$ cat src/rtl/hid_keycode_assembler.sv
// -----------------------------------------------------------------------------
// hid_keycode_assembler
//
// Assembles 8-byte USB HID boot-protocol keyboard reports, delivered one byte
// at a time, into a two-key keycode bus plus the modifier byte. Only complete,
// well-formed, error-free reports are published. The published outputs change
// in one cycle, so downstream logic never sees a half-updated key set.
//
// Parameters
//    TIMEOUT_CYCLES  idle cycles allowed between bytes of one report before
//                    the partial report is abandoned (must be >= 1)
//
// Ports
//    clk_125MHz     in   system clock, rising edge
//    Reset          in   asynchronous active-high reset
//    byte_valid     in   byte_data holds a report byte
//    byte_data      in   report byte
//    byte_last      in   final byte of the report (qualified by byte_valid)
//    byte_ready     out  block accepts a byte this cycle
//    keycode        out  [7:0] first key, [15:8] second key, 0x00 = none
//    modifiers      out  modifier byte of the last committed report
//    keycode_valid  out  one-cycle pulse per committed report
//    report_error   out  one-cycle pulse per discarded rollover/error report
//    malformed      out  one-cycle pulse per short, long or timed-out report
// -----------------------------------------------------------------------------
module hid_keycode_assembler #(
   parameter int TIMEOUT_CYCLES = 1250000
) (
   input  logic        clk_125MHz,
   input  logic        Reset,
   input  logic        byte_valid,
   input  logic [7:0]  byte_data,
   input  logic        byte_last,
   output logic        byte_ready,
   output logic [15:0] keycode,
   output logic [7:0]  modifiers,
   output logic        keycode_valid,
   output logic        report_error,
   output logic        malformed
);

   localparam int CW = $clog2(TIMEOUT_CYCLES + 1);
   // Timeout fires on the edge that would take the counter to TIMEOUT_CYCLES.
   localparam logic [CW-1:0] IDLE_LIMIT = CW'(TIMEOUT_CYCLES - 1);

   typedef enum logic [1:0] {
      IDLE,
      COLLECT,
      DROP,
      COMMIT
   } state_t;

   state_t         state_reg, state_next;
   logic [2:0]     idx_reg, idx_next;
   logic [CW-1:0]  idle_cnt_reg, idle_cnt_next;
   logic [7:0]     shadow_mod_reg, shadow_mod_next;
   logic [7:0]     slot0_reg, slot0_next;
   logic [7:0]     slot1_reg, slot1_next;
   logic           err_reg, err_next;
   logic [15:0]    keycode_reg, keycode_next;
   logic [7:0]     modifiers_reg, modifiers_next;
   logic           keycode_valid_reg, keycode_valid_next;
   logic           report_error_reg, report_error_next;
   logic           malformed_reg, malformed_next;
   logic           byte_ready_reg, byte_ready_next;

   logic           accept;
   logic           is_err_code;
   logic           idle_expired;
   logic           clear_shadow;

   assign accept       = byte_valid && byte_ready_reg;
   // 0x01..0x03: ErrorRollOver, POSTFail, ErrorUndefined
   assign is_err_code  = (byte_data >= 8'h01) && (byte_data <= 8'h03);
   assign idle_expired = (idle_cnt_reg == IDLE_LIMIT);

   always_ff @(posedge clk_125MHz or posedge Reset) begin
      if (Reset) begin
         state_reg         <= IDLE;
         idx_reg           <= 3'd0;
         idle_cnt_reg      <= '0;
         shadow_mod_reg    <= 8'h00;
         slot0_reg         <= 8'h00;
         slot1_reg         <= 8'h00;
         err_reg           <= 1'b0;
         keycode_reg       <= 16'h0000;
         modifiers_reg     <= 8'h00;
         keycode_valid_reg <= 1'b0;
         report_error_reg  <= 1'b0;
         malformed_reg     <= 1'b0;
         byte_ready_reg    <= 1'b0;
      end else begin
         state_reg         <= state_next;
         idx_reg           <= idx_next;
         idle_cnt_reg      <= idle_cnt_next;
         shadow_mod_reg    <= shadow_mod_next;
         slot0_reg         <= slot0_next;
         slot1_reg         <= slot1_next;
         err_reg           <= err_next;
         keycode_reg       <= keycode_next;
         modifiers_reg     <= modifiers_next;
         keycode_valid_reg <= keycode_valid_next;
         report_error_reg  <= report_error_next;
         malformed_reg     <= malformed_next;
         byte_ready_reg    <= byte_ready_next;
      end
   end

   always_comb begin
      state_next         = state_reg;
      idx_next           = idx_reg;
      idle_cnt_next      = idle_cnt_reg;
      shadow_mod_next    = shadow_mod_reg;
      slot0_next         = slot0_reg;
      slot1_next         = slot1_reg;
      err_next           = err_reg;
      keycode_next       = keycode_reg;
      modifiers_next     = modifiers_reg;
      keycode_valid_next = 1'b0;
      report_error_next  = 1'b0;
      malformed_next     = 1'b0;
      clear_shadow       = 1'b0;

      case (state_reg)
         IDLE: begin
            idle_cnt_next = '0;
            if (accept) begin
               // Index 0 of a new report is the modifier byte.
               shadow_mod_next = byte_data;
               if (byte_last) begin
                  malformed_next = 1'b1;
                  clear_shadow   = 1'b1;
               end else begin
                  state_next = COLLECT;
                  idx_next   = 3'd1;
               end
            end
         end

         COLLECT: begin
            if (accept) begin
               idle_cnt_next = '0;
               // Index 1 is reserved; key bytes live at indices 2..7.
               if (idx_reg >= 3'd2) begin
                  if (is_err_code) begin
                     err_next = 1'b1;
                  end else if (byte_data != 8'h00) begin
                     if (slot0_reg == 8'h00) begin
                        slot0_next = byte_data;
                     end else if ((slot1_reg == 8'h00) && (byte_data != slot0_reg)) begin
                        slot1_next = byte_data;
                     end
                  end
               end
               if (byte_last) begin
                  if (idx_reg == 3'd7) begin
                     state_next = COMMIT;
                  end else begin
                     malformed_next = 1'b1;
                     clear_shadow   = 1'b1;
                     state_next     = IDLE;
                  end
               end else if (idx_reg == 3'd7) begin
                  // Too many bytes: swallow the rest of this report.
                  clear_shadow = 1'b1;
                  state_next   = DROP;
               end else begin
                  idx_next = idx_reg + 3'd1;
               end
            end else if (idle_expired) begin
               malformed_next = 1'b1;
               clear_shadow   = 1'b1;
               state_next     = IDLE;
            end else begin
               idle_cnt_next = idle_cnt_reg + CW'(1);
            end
         end

         DROP: begin
            if (accept) begin
               idle_cnt_next = '0;
               if (byte_last) begin
                  malformed_next = 1'b1;
                  state_next     = IDLE;
               end
            end else if (idle_expired) begin
               malformed_next = 1'b1;
               clear_shadow   = 1'b1;
               state_next     = IDLE;
            end else begin
               idle_cnt_next = idle_cnt_reg + CW'(1);
            end
         end

         COMMIT: begin
            if (err_reg) begin
               report_error_next = 1'b1;
            end else begin
               keycode_next       = {slot1_reg, slot0_reg};
               modifiers_next     = shadow_mod_reg;
               keycode_valid_next = 1'b1;
            end
            clear_shadow = 1'b1;
            state_next   = IDLE;
         end

         default: begin
            clear_shadow = 1'b1;
            state_next   = IDLE;
         end
      endcase

      // Any exit from a report starts the next one from a clean shadow.
      if (clear_shadow) begin
         idx_next        = 3'd0;
         idle_cnt_next   = '0;
         shadow_mod_next = 8'h00;
         slot0_next      = 8'h00;
         slot1_next      = 8'h00;
         err_next        = 1'b0;
      end

      // Registered ready: low exactly during the COMMIT cycle.
      byte_ready_next = (state_next != COMMIT);
   end

   assign byte_ready    = byte_ready_reg;
   assign keycode       = keycode_reg;
   assign modifiers     = modifiers_reg;
   assign keycode_valid = keycode_valid_reg;
   assign report_error  = report_error_reg;
   assign malformed     = malformed_reg;

endmodule

$ cat config.mk
export PLATFORM = sky130hd
export DESIGN_NAME = hid_keycode_assembler
export DESIGN_NICKNAME = d
export VERILOG_FILES = /design/src/rtl/hid_keycode_assembler.sv
export SDC_FILE = /design/constraint.sdc
export NUM_CORES = 1
export LEC_CHECK = 0
export ABC_AREA = 1
export BUFFER_PORTS_ARGS = -buffer_cell sky130_fd_sc_hd__buf_2
export CAP_MARGIN = 15
export CORE_MARGIN = 4
export CORE_UTILIZATION = 60
export CTS_BUF_LIST = sky130_fd_sc_hd__clkbuf_4
export DETAILED_ROUTE_END_ITERATION = 7
export PLACE_DENSITY = 0.77
export SETUP_SLACK_MARGIN = 0.15
export SLEW_MARGIN = 5
export SYNTH_ARGS = -nofsm -noshare
export SYNTH_HDL_FRONTEND = slang
export SYNTH_SLANG_ARGS = --single-unit
$ cat constraint.sdc
create_clock -name clk_125MHz -period 5.4 [get_ports clk_125MHz]
set_input_delay 0.54 -clock clk_125MHz [delete_from_list [all_inputs] [get_ports clk_125MHz]]
set_output_delay 0.54 -clock clk_125MHz [all_outputs]
set_load 0.03 [all_outputs]
==> flow_summary_export.csv, run 1 <==
group,metric,value,unit
outcome,outcome,"completed",
placement,dp_hpwl,7220,um
floorplanning,rows,32,
floorplanning,die_x,96.6,um
finish,fill_cells,664,
timing,fin_ws,2.47,ns
timing,period_minus_slack,2.93,ns
clocking,cts_setup_buffers,0,
critical_path,worstSetupPathType,"flip-flop to flip-flop",
finish,final_nets,647,
clocking,ctsResizeCount,0,
drt,antenna_left,0,
finish,diodes,0,
job,max-cap-violations,0,
global_route,antenna_found_initial,0,
yosys,syn_area,4710,um2
critical_path,cp-start-kind,"flip-flop",
timing,finalCritPeriodShare,54.3,%
clocking,numClockSinks,79,
finish,largest_reg_flops,21,
clocking,clock_path_buffers,2,
yosys,synth_seq_cells,79,
yosys,synthAdderAreaFrac,2.66,%
floorplanning,die-area,9320,um2
drt,viasPerCell,5.31,
yosys,yosysWarnings,0,
timing,tns,0,ns
placement,placed_cells,716,
clocking,tritoncts,"yes",
timing,whs,0.392,ns
clocking,cts.clk_slew.worst_paths,0.16,ns
critical_path,worst_ep_arrival_time,3.29,ns
clocking,hold_buffers,0,
global_route,met3_usage,4.49,%
yosys,synth-simple-area-share,35.7,%
timing,rsz0062_at_grt,"false",
global_route,grt_usage,22.8,%
placement,dp_slack,2.38,ns
global_route,grt_max_degree,80,
floorplanning,ioPinCount,40,
global_route,grt_busiest_layer,"met2",
drt,dr_total_vias,3886,
hold_path,hold_path.class,"input port to asynchronous set/reset pin",
floorplanning,coreArea,7690,um2
critical_path,critical_path_required,5.76,ns
yosys,synth.area.mux_share,0,%
power,max-vdd-ir-drop,264,uV
drt,drc_errors,0,
global_route,met1_usage,32.1,%
yosys,synth-seq-area-share,42.0,%
timing,slew_viol_final,0,
drt,first_iter_violations,227,
critical_path,worstReg2RegStart,"idx_reg[1]",
timing,setup_viol,0,
yosys,synthXorXnorAreaFrac,2.05,%
global_route,overflow,0,
finish,area_growth_syn_to_layout,7.44,%
yosys,syn_area_per_cell,7.95,um2
yosys,synth_top_family_by_area,"simple AND/OR/NAND/NOR gates",
global_route,grt_pass1_vias,3614,
clocking,worstSkewPairLatency,0.44,ns
timing,max_freq,0.341,GHz
clocking,cts_made_buffers,9,
timing,clock_skew,0.0250,ns
yosys,synth-edff-count,0,
drt,drtPass1Iterations,5,
yosys,ys.flop_type,"dfrtp_1",
critical_path,r2r_slack,2.47,ns
timing,worstMarginPinSlew,1.03,ns
clocking,root_buffer,"clkbuf_4",
timing,max_slew_margin,31.2,%
placement,portBuffers,39,
clocking,cts_max_level,3,
critical_path,endpoint_kind,"flip-flop",
drt,totalWireLength,9700,um
yosys,netlist_instances,592,
critical_path,ff2ff_path_depth,14,
finish,drive_gt1_share,21.6,%
global_route,grt_pass1_wl,16600,um
yosys,synth_nets,614,
placement,place.gp.congestion,0.957,
yosys,ys_async_sr_fraction,100,%
timing,hold_viol,0,
power,power_density,422,nW/um2
power,power_leakage,2.62,nW
global_route,grtUsageMet2,35.5,%
critical_path,r2r-end,"idle_cnt_reg[7]",
drt,detail_route.wl_per_cell,13.2,um
yosys,synth_compound_area_share,8.85,%
floorplanning,die_y,96.6,um
yosys,synth_cell_types,40,
finish,design_area,5060,um2
placement,post_dp_cell_area,4900,um2
floorplanning,initial_core_util,61.2,%
critical_path,crit_path_max_fanout,32,
finish,finalNonFillerCells,732,
worst max-delay path, stage by stage, from the launching register on:
cell and delay [ns]:
dfrtp_1 0.42, ha_1 0.16, ha_1 0.24, inv_1 0.08
ha_1 0.29, nand2_1 0.05, nand2_1 0.08, inv_2 0.05
nand2_4 0.08, nand3_4 0.08, nand2_4 0.10, nand2_4 0.15
o21ai_4 0.83, nand2_1 0.14, o21ai_2 0.09
metrics by stage:
| stage | power, mW | util [%] |
|---|---|---|
| after global placement | 1.73 | 63.7 |
| after global routing | 2.30 | 65.8 |
| after CTS | 2.14 | 65.8 |
| final | 2.13 | 65.8 |
| after detailed placement | 1.76 | 63.7 |
| after floorplan | 1.60 | - |
placed cells by master (no fill, tap or decap), drive strengths merged, types with 2 or more instances in the layout:
cell type  instances
a21oi             12
buf               40
clkbuf             9
clkinv             5
dfrtp             79
ha                10
inv               72
nand2            196
nand3             48
nand4             15
nor2              58
nor3              19
nor3b              2
nor4               3
o211ai             2
o21ai             37
or2                3
xor2              11
worst max path at each step:
| stage | slack, ns | depth (start not counted) | endpoint | start |
|---|---|---|---|---|
| after global routing | 2.17 | 14 | idle_cnt_reg[9] | idx_reg[0] |
| after floorplan | 2.84 | 1 | byte_ready | Reset |
| final | 2.47 | 14 | idle_cnt_reg[7] | idx_reg[1] |
| after detailed placement | 2.38 | 8 | idle_cnt_reg[7] | byte_valid |
| after global placement | 2.49 | 8 | idle_cnt_reg[9] | byte_valid |
| after CTS | 2.50 | 14 | idle_cnt_reg[7] | idx_reg[1] |
layout make-up:
class | instances | area [um2] | share of cell area [%]
multi-input cells | 423 | 2320 | 45.9
flip-flops and latches | 79 | 1980 | 39.1
inverters | 72 | 272 | 5.37
repair buffers | 40 | 203 | 4.01
well taps | 102 | 128 | 2.52
clock inverters | 7 | 91.3 | 1.81
clock buffers | 9 | 67.6 | 1.34
kinds of logic (layout without fill, tap and decap cells):
group	count (synthesis)	after routing
buffers and inverters	90	128
DFF	79	79
adders and majority gates	10	10
AOI/OAI and AO/OA	58	58
xor gates and xnor gates	11	11
and+or+nand+nor	344	344
layer usage:
layer  up-vias  wire length, um
li1       1957                -
met2        99             4340
met1      1817             4790
met4         0              124
met5         -                0
met3        13              447
power breakdown:
part | leakage [nW] | switching [mW] | internal [mW]
Clock | 0.0814 | 0.236 | 0.151
Sequential | 1.04 | 0.109 | 0.745
Combinational | 1.51 | 0.632 | 0.261
cells in the mapped netlist (2+ instances only):
cell type / n / area share (%)
nand2_1: 163 / 13
dfrtp_1: 79 / 42
inv_1: 66 / 5.3
nand3_1: 45 / 4.8
nor2_1: 44 / 3.5
nand2_2: 22 / 2.9
o21ai_0: 20 / 2.1
nor3_1: 19 / 2.0
o21ai_2: 14 / 2.6
nand4_1: 13 / 1.7
nand2_4: 11 / 2.6
xor2_1: 11 / 2.0
a21oi_1: 10 / 1.1
ha_1: 10 / 2.7
nor2_2: 10 / 1.3
clkbuf_1: 8 / 0.64
buf_6: 6 / 1.4
inv_2: 5 / 0.40
nor2_4: 4 / 0.96
nor4_1: 3 / 0.40
or2_2: 3 / 0.40
a21oi_2: 2 / 0.37
buf_8: 2 / 0.64
nand3_2: 2 / 0.43
nand4_4: 2 / 0.90
nor3b_1: 2 / 0.32
o211ai_1: 2 / 0.32
o21ai_1: 2 / 0.21
Power figures use the tool's default switching activity.
==> inputs of run 2 (changes only) <==
clock period = 2.7 ns   (was 5.4 ns; I/O delays follow)
==> run 2 against run 1 <==
  * Maximum frequency grew 25%
  * Utilization is 1.6 points higher
  * Global-route usage up 1.5 points
  * Die area did not move
  * Clock skew shrank 0.0038 ns
  * Count of clock-buffer cells in the layout did not move
  * Hold slack got worse by 0.18 ns
  * Sequential power increased by 99%
  * Register-to-register slack got worse by 2.1 ns
  * Critical path type unchanged
  * Largest power group unchanged
==> flow_summary_export.csv, run 2 (synthesis results as in run 1) <==
group,metric,value,unit
global_route,grt_pass1_wl,17600,um
timing,period_minus_slack,2.35,ns
power,power_leakage,2.69,nW
drt,antenna_left,0,
placement,dp_hpwl,7610,um
finish,final_common_cell,"nand2_1",
job,max-cap-violations,0,
critical_path,worst-path-buf-inv,3,
critical_path,critPathTopFamily,"adder cells",
drt,first_iter_violations,302,
global_route,grt_pass1_vias,3728,
placement,portBuffers,39,
hold_path,hold_path.class,"input port to flip-flop",
timing,clock_skew,0.0213,ns
global_route,antenna_found_initial,0,
critical_path,critical_path_required,3.08,ns
floorplanning,die_y,96.6,um
floorplanning,die-area,9320,um2
drt,drtPass1Iterations,5,
timing,rsz0062_at_grt,"false",
floorplanning,rows,32,
global_route,overflow,0,
critical_path,crit_path_max_fanout,32,
floorplanning,initial_core_util,61.2,%
global_route,grt_usage,24.4,%
power,max-vdd-ir-drop,581,uV
power,finalPower,4.44,mW
timing,finalCritPeriodShare,87.1,%
finish,final_nets,658,
placement,place.gp.congestion,0.945,
power,power_density,858,nW/um2
clocking,worstSkewPairLatency,0.45,ns
timing,setup_viol,0,
critical_path,cpMaxStageDelayCell,"dfrtp_1",
clocking,cts_max_level,3,
finish,area_growth_syn_to_layout,10.0,%
finish,drive_gt1_share,22.8,%
floorplanning,die_x,96.6,um
critical_path,endpoint_kind,"flip-flop",
finish,multi_input_area,2330,um2
drt,detail_route.wl_per_cell,14.1,um
floorplanning,coreArea,7690,um2
drt,totalWireLength,10500,um
clocking,numClockSinks,79,
clocking,cts.clk_slew.worst_paths,0.15,ns
floorplanning,ioPinCount,40,
critical_path,worstSetupPathType,"flip-flop to flip-flop",
finish,final_cell_mix,"nand2_1, dfrtp_1, inv_1",
clocking,root_buffer,"clkbuf_4",
timing,max_freq,0.425,GHz
timing,worstMarginPinSlew,0.732,ns
clocking,clock_path_buffers,2,
drt,dr_total_vias,4059,
critical_path,worstPathCellList,"ha_1 -> ha_1 -> inv_1 -> ha_1 -> nand2_1 -> nand2_1 -> inv_2 -> nand2_4 -> nand3_4 -> nand2_4 -> nand2_4 -> o21ai_4 -> buf_12 -> nand2_1 -> o21ai_2",
drt,viasPerCell,5.46,
critical_path,cp-start-kind,"flip-flop",
outcome,outcome,"completed",
finish,diodes,0,
finish,seq_area,1980,um2
critical_path,worst_ep_arrival_time,2.73,ns
global_route,grt_max_degree,43,
critical_path,slowest_delay,0.42,ns
timing,max_slew_margin,51.1,%
clocking,cts_made_buffers,9,
drt,drc_errors,0,
timing,tns,0,ns
finish,largest_reg_flops,21,
timing,hold_viol,0,
clocking,tritoncts,"yes",
finish,fill_cells,679,
timing,slew_viol_final,0,
## run 2: changes by cell type in the layout (fill, tap and decap cells not counted)
cell | before | now
inv_6 | 1 | 3
nand2_4 | 11 | 10
buf_12 | 0 | 2
inv_8 | 1 | 2
clkinv_4 | 2 | 0
buf_4 | 1 | 9
o21ai_2 | 14 | 13
dlygate4sd3_1 | 0 | 1
o21ai_4 | 1 | 2
clkinv_8 | 1 | 0
nand2_8 | 0 | 1
## run 2: area by class of cell
type,instances,area share [%]
Clock inverter,7,1.67
Multi-Input combinational cell,423,45.1
Clock buffer,9,1.30
Timing Repair Buffer,51,6.04
Inverter,72,5.24
Sequential cell,79,38.2
Tap cell,102,2.46
## run 2: layer usage
metal  wire (um)  track usage, %
met1        4930            35.8
met2        4850            36.1
met3         576            4.57
met4         125            8.06
met5           0               0
## run 2: repair_timing
action                                  4_1_cts  5_1_grt
hold buffers                                  1        0
buffers inserted                              0        2
endpoints found under the setup margin        0       14
resized for setup                             0        2
endpoints found under the hold margin        41        0
## run 2: worst paths after layout
kind | start | end | slack [ns] | depth (start not counted)
max | idx_reg[0] | idle_cnt_reg[7] | 0.35 | 15
min | byte_data[3] | slot0_reg[3] | 0.21 | 5
max reg2reg | idx_reg[0] | idle_cnt_reg[7] | 0.35 | 15
min reg2reg | keycode[10] | keycode[10] | 0.48 | 2
max in group asynchronous | Reset | idx_reg[0] | 1.59 | 4
min in group asynchronous | Reset | keycode[14] | 0.45 | 3
## run 2: through the flow
| step | setup WS, ns | std cells | utilization, % | hold WS, ns | cell area, um2 |
|---|---|---|---|---|---|
| global route | 0.159 | 743 | 67.4 | 0.198 | 5180 |
| global placement | 0.435 | 724 | 64.8 | 0.399 | 4980 |
| finish | 0.347 | 743 | 67.4 | 0.210 | 5180 |
| floorplan | 0.407 | 592 | - | 0.459 | 4710 |
| detailed placement | 0.308 | 724 | 64.8 | 0.422 | 4980 |
| CTS | 0.298 | 741 | 66.9 | 0.175 | 5150 |
## run 2: power by group
part | switching [mW] | internal [mW]
sequential | 0.210 | 1.49
clock | 0.486 | 0.305
combinational | 1.34 | 0.612
## run 2: worst reg2reg max path: stages (launching register included)
cell and delay, ns:
dfrtp_1 0.42, ha_1 0.18, ha_1 0.21, inv_1 0.07
ha_1 0.28, nand2_1 0.05, nand2_1 0.07, inv_2 0.05
nand2_4 0.08, nand3_4 0.09, nand2_4 0.10, nand2_4 0.14
o21ai_4 0.18, buf_12 0.23, nand2_1 0.09, o21ai_2 0.06
==> inputs of run 3 (changes only) <==
clock period = 2.4 ns   (was 2.7 ns; I/O delays follow)
==> run 3 against run 2 <==
  * Die area unchanged
  * Routed wire length rose by 7.3%
  * Sequential share of layout area shrank 2.3 points
  * Global-route usage grew 1.8 points
  * Design area is 6.3% higher
  * Sequential power up 12%
  * Utilization grew 4.2 points
  * Clock power rose by 9.5%
  * Total power increased by 23%
  * Hold slack got worse by 0.047 ns
  * Critical endpoint is now idle_cnt_reg[16]
==> flow_summary_export.csv, run 3 (synthesis results as in run 1) <==
group,metric,value,unit
global_route,antenna_found_initial,0,
clocking,root_buffer,"clkbuf_4",
timing,period_minus_slack,2.26,ns
finish,finalNonFillerCells,760,
timing,max_slew_margin,48.4,%
timing,whs,0.162,ns
job,max-cap-violations,0,
placement,place.gp.congestion,0.975,
finish,final_nets,675,
finish,drive_gt1_share,27.8,%
critical_path,cp-start-kind,"flip-flop",
finish,fill_cells,637,
clocking,worstSkewPairLatency,0.44,ns
floorplanning,die_y,96.6,um
global_route,grt_usage,26.2,%
timing,setup_viol,0,
global_route,grt_pass1_vias,3848,
critical_path,worst_ep_arrival_time,2.63,ns
global_route,grt_max_degree,45,
timing,fin_ws,0.144,ns
drt,drc_errors,0,
finish,final_common_cell,"nand2_1",
global_route,overflow,0,
placement,dp_slack,0.0944,ns
finish,diodes,0,
timing,worstMarginPinSlew,0.772,ns
floorplanning,coreArea,7690,um2
hold_path,hold_path.class,"input port to flip-flop",
timing,hold_viol,0,
power,finalPower,5.44,mW
power,max-vdd-ir-drop,610,uV
clocking,clock_path_buffers,2,
placement,post_dp_cell_area,5000,um2
critical_path,critical_path_required,2.77,ns
clocking,cts.clk_slew.worst_paths,0.14,ns
clocking,cts_max_level,3,
drt,viasPerCell,5.46,
drt,drtPass1Iterations,5,
timing,tns,0,ns
timing,finalCritPeriodShare,94.0,%
clocking,tritoncts,"yes",
finish,largest_reg_flops,21,
finish,final_util,71.6,%
floorplanning,die_x,96.6,um
global_route,grt_pass1_wl,18700,um
critical_path,worstSetupPathType,"flip-flop to flip-flop",
placement,placed_cells,726,
critical_path,crit_path_max_fanout,8,
drt,totalWireLength,11200,um
floorplanning,ioPinCount,40,
power,power_density,989,nW/um2
placement,dp_hpwl,7740,um
timing,slew_viol_final,0,
clocking,cts_made_buffers,9,
finish,design_area,5500,um2
floorplanning,rows,32,
timing,clock_skew,0.0165,ns
timing,max_freq,0.443,GHz
floorplanning,initial_core_util,61.2,%
finish,final_cell_mix,"nand2_1, dfrtp_1, inv_1",
finish,area_growth_syn_to_layout,17.0,%
power,power_leakage,2.84,nW
drt,dr_total_vias,4147,
outcome,outcome,"completed",
floorplanning,die-area,9320,um2
drt,antenna_left,0,
timing,rsz0062_at_grt,"true",
drt,first_iter_violations,237,
critical_path,endpoint_kind,"flip-flop",
clocking,numClockSinks,79,
placement,portBuffers,39,
drt,detail_route.wl_per_cell,14.8,um
[run 3: area by class of cell]
cell class                      instances  area (um2)  share of cell area (%)
Multi-Input combinational cell        423        2420                    44.0
Sequential cell                        79        1980                    35.9
Timing Repair Buffer                   68         549                    9.98
Inverter                               72         277                    5.02
Tap cell                              102         128                    2.32
Clock inverter                          7        83.8                    1.52
Clock buffer                            9        67.6                    1.23
[run 3: power by group]
group          switching, mW  internal (mW)  leakage (nW)
Combinational           1.65           1.01          1.73
Sequential             0.234           1.68          1.04
Clock                  0.528          0.337        0.0794
Total                   2.42           3.02          2.84
[run 3: worst paths after layout]
path	end	from	cells after the start	slack, ns
worst max-delay path	idle_cnt_reg[16]	idx_reg[0]	17	0.14
worst min-delay path	slot0_reg[4]	byte_data[4]	5	0.16
worst max register to register	idle_cnt_reg[16]	idx_reg[0]	17	0.14
worst min register to register	keycode[8]	keycode[8]	2	0.49
max in group asynchronous	slot1_reg[6]	Reset	4	1.26
min in group asynchronous	modifiers[1]	Reset	3	0.46
[run 3: layer usage]
metal | up-vias | routed length [um] | GRT usage (%)
met5 | - | 0 | 0
met4 | 0 | 214 | 8.76
met3 | 25 | 586 | 3.41
met2 | 138 | 5320 | 41.4
met1 | 1975 | 5130 | 37.2
li1 | 2009 | - | -
[run 3: timing repair]
item,4_1_cts,5_1_grt
hold buffers,1,0
gates resized for setup,13,20
cloned,3,0
buffers inserted,11,3
hold endpoints to repair,35,0
endpoints found under the setup margin,31,40
pin swaps,4,5
[run 3: worst max-delay path: stages (launching register included)]
cell,delay [ns]
dfrtp_1,0.39
ha_2,0.20
ha_4,0.15
inv_4,0.04
ha_4,0.25
nand2_2,0.05
nand2_2,0.06
inv_2,0.04
nand2_4,0.08
nand3_4,0.08
nand2_4,0.10
nand2_8,0.06
o21ai_4,0.21
buf_12,0.14
buf_6,0.10
buf_16,0.13
nand2_2,0.05
o21ai_2,0.05
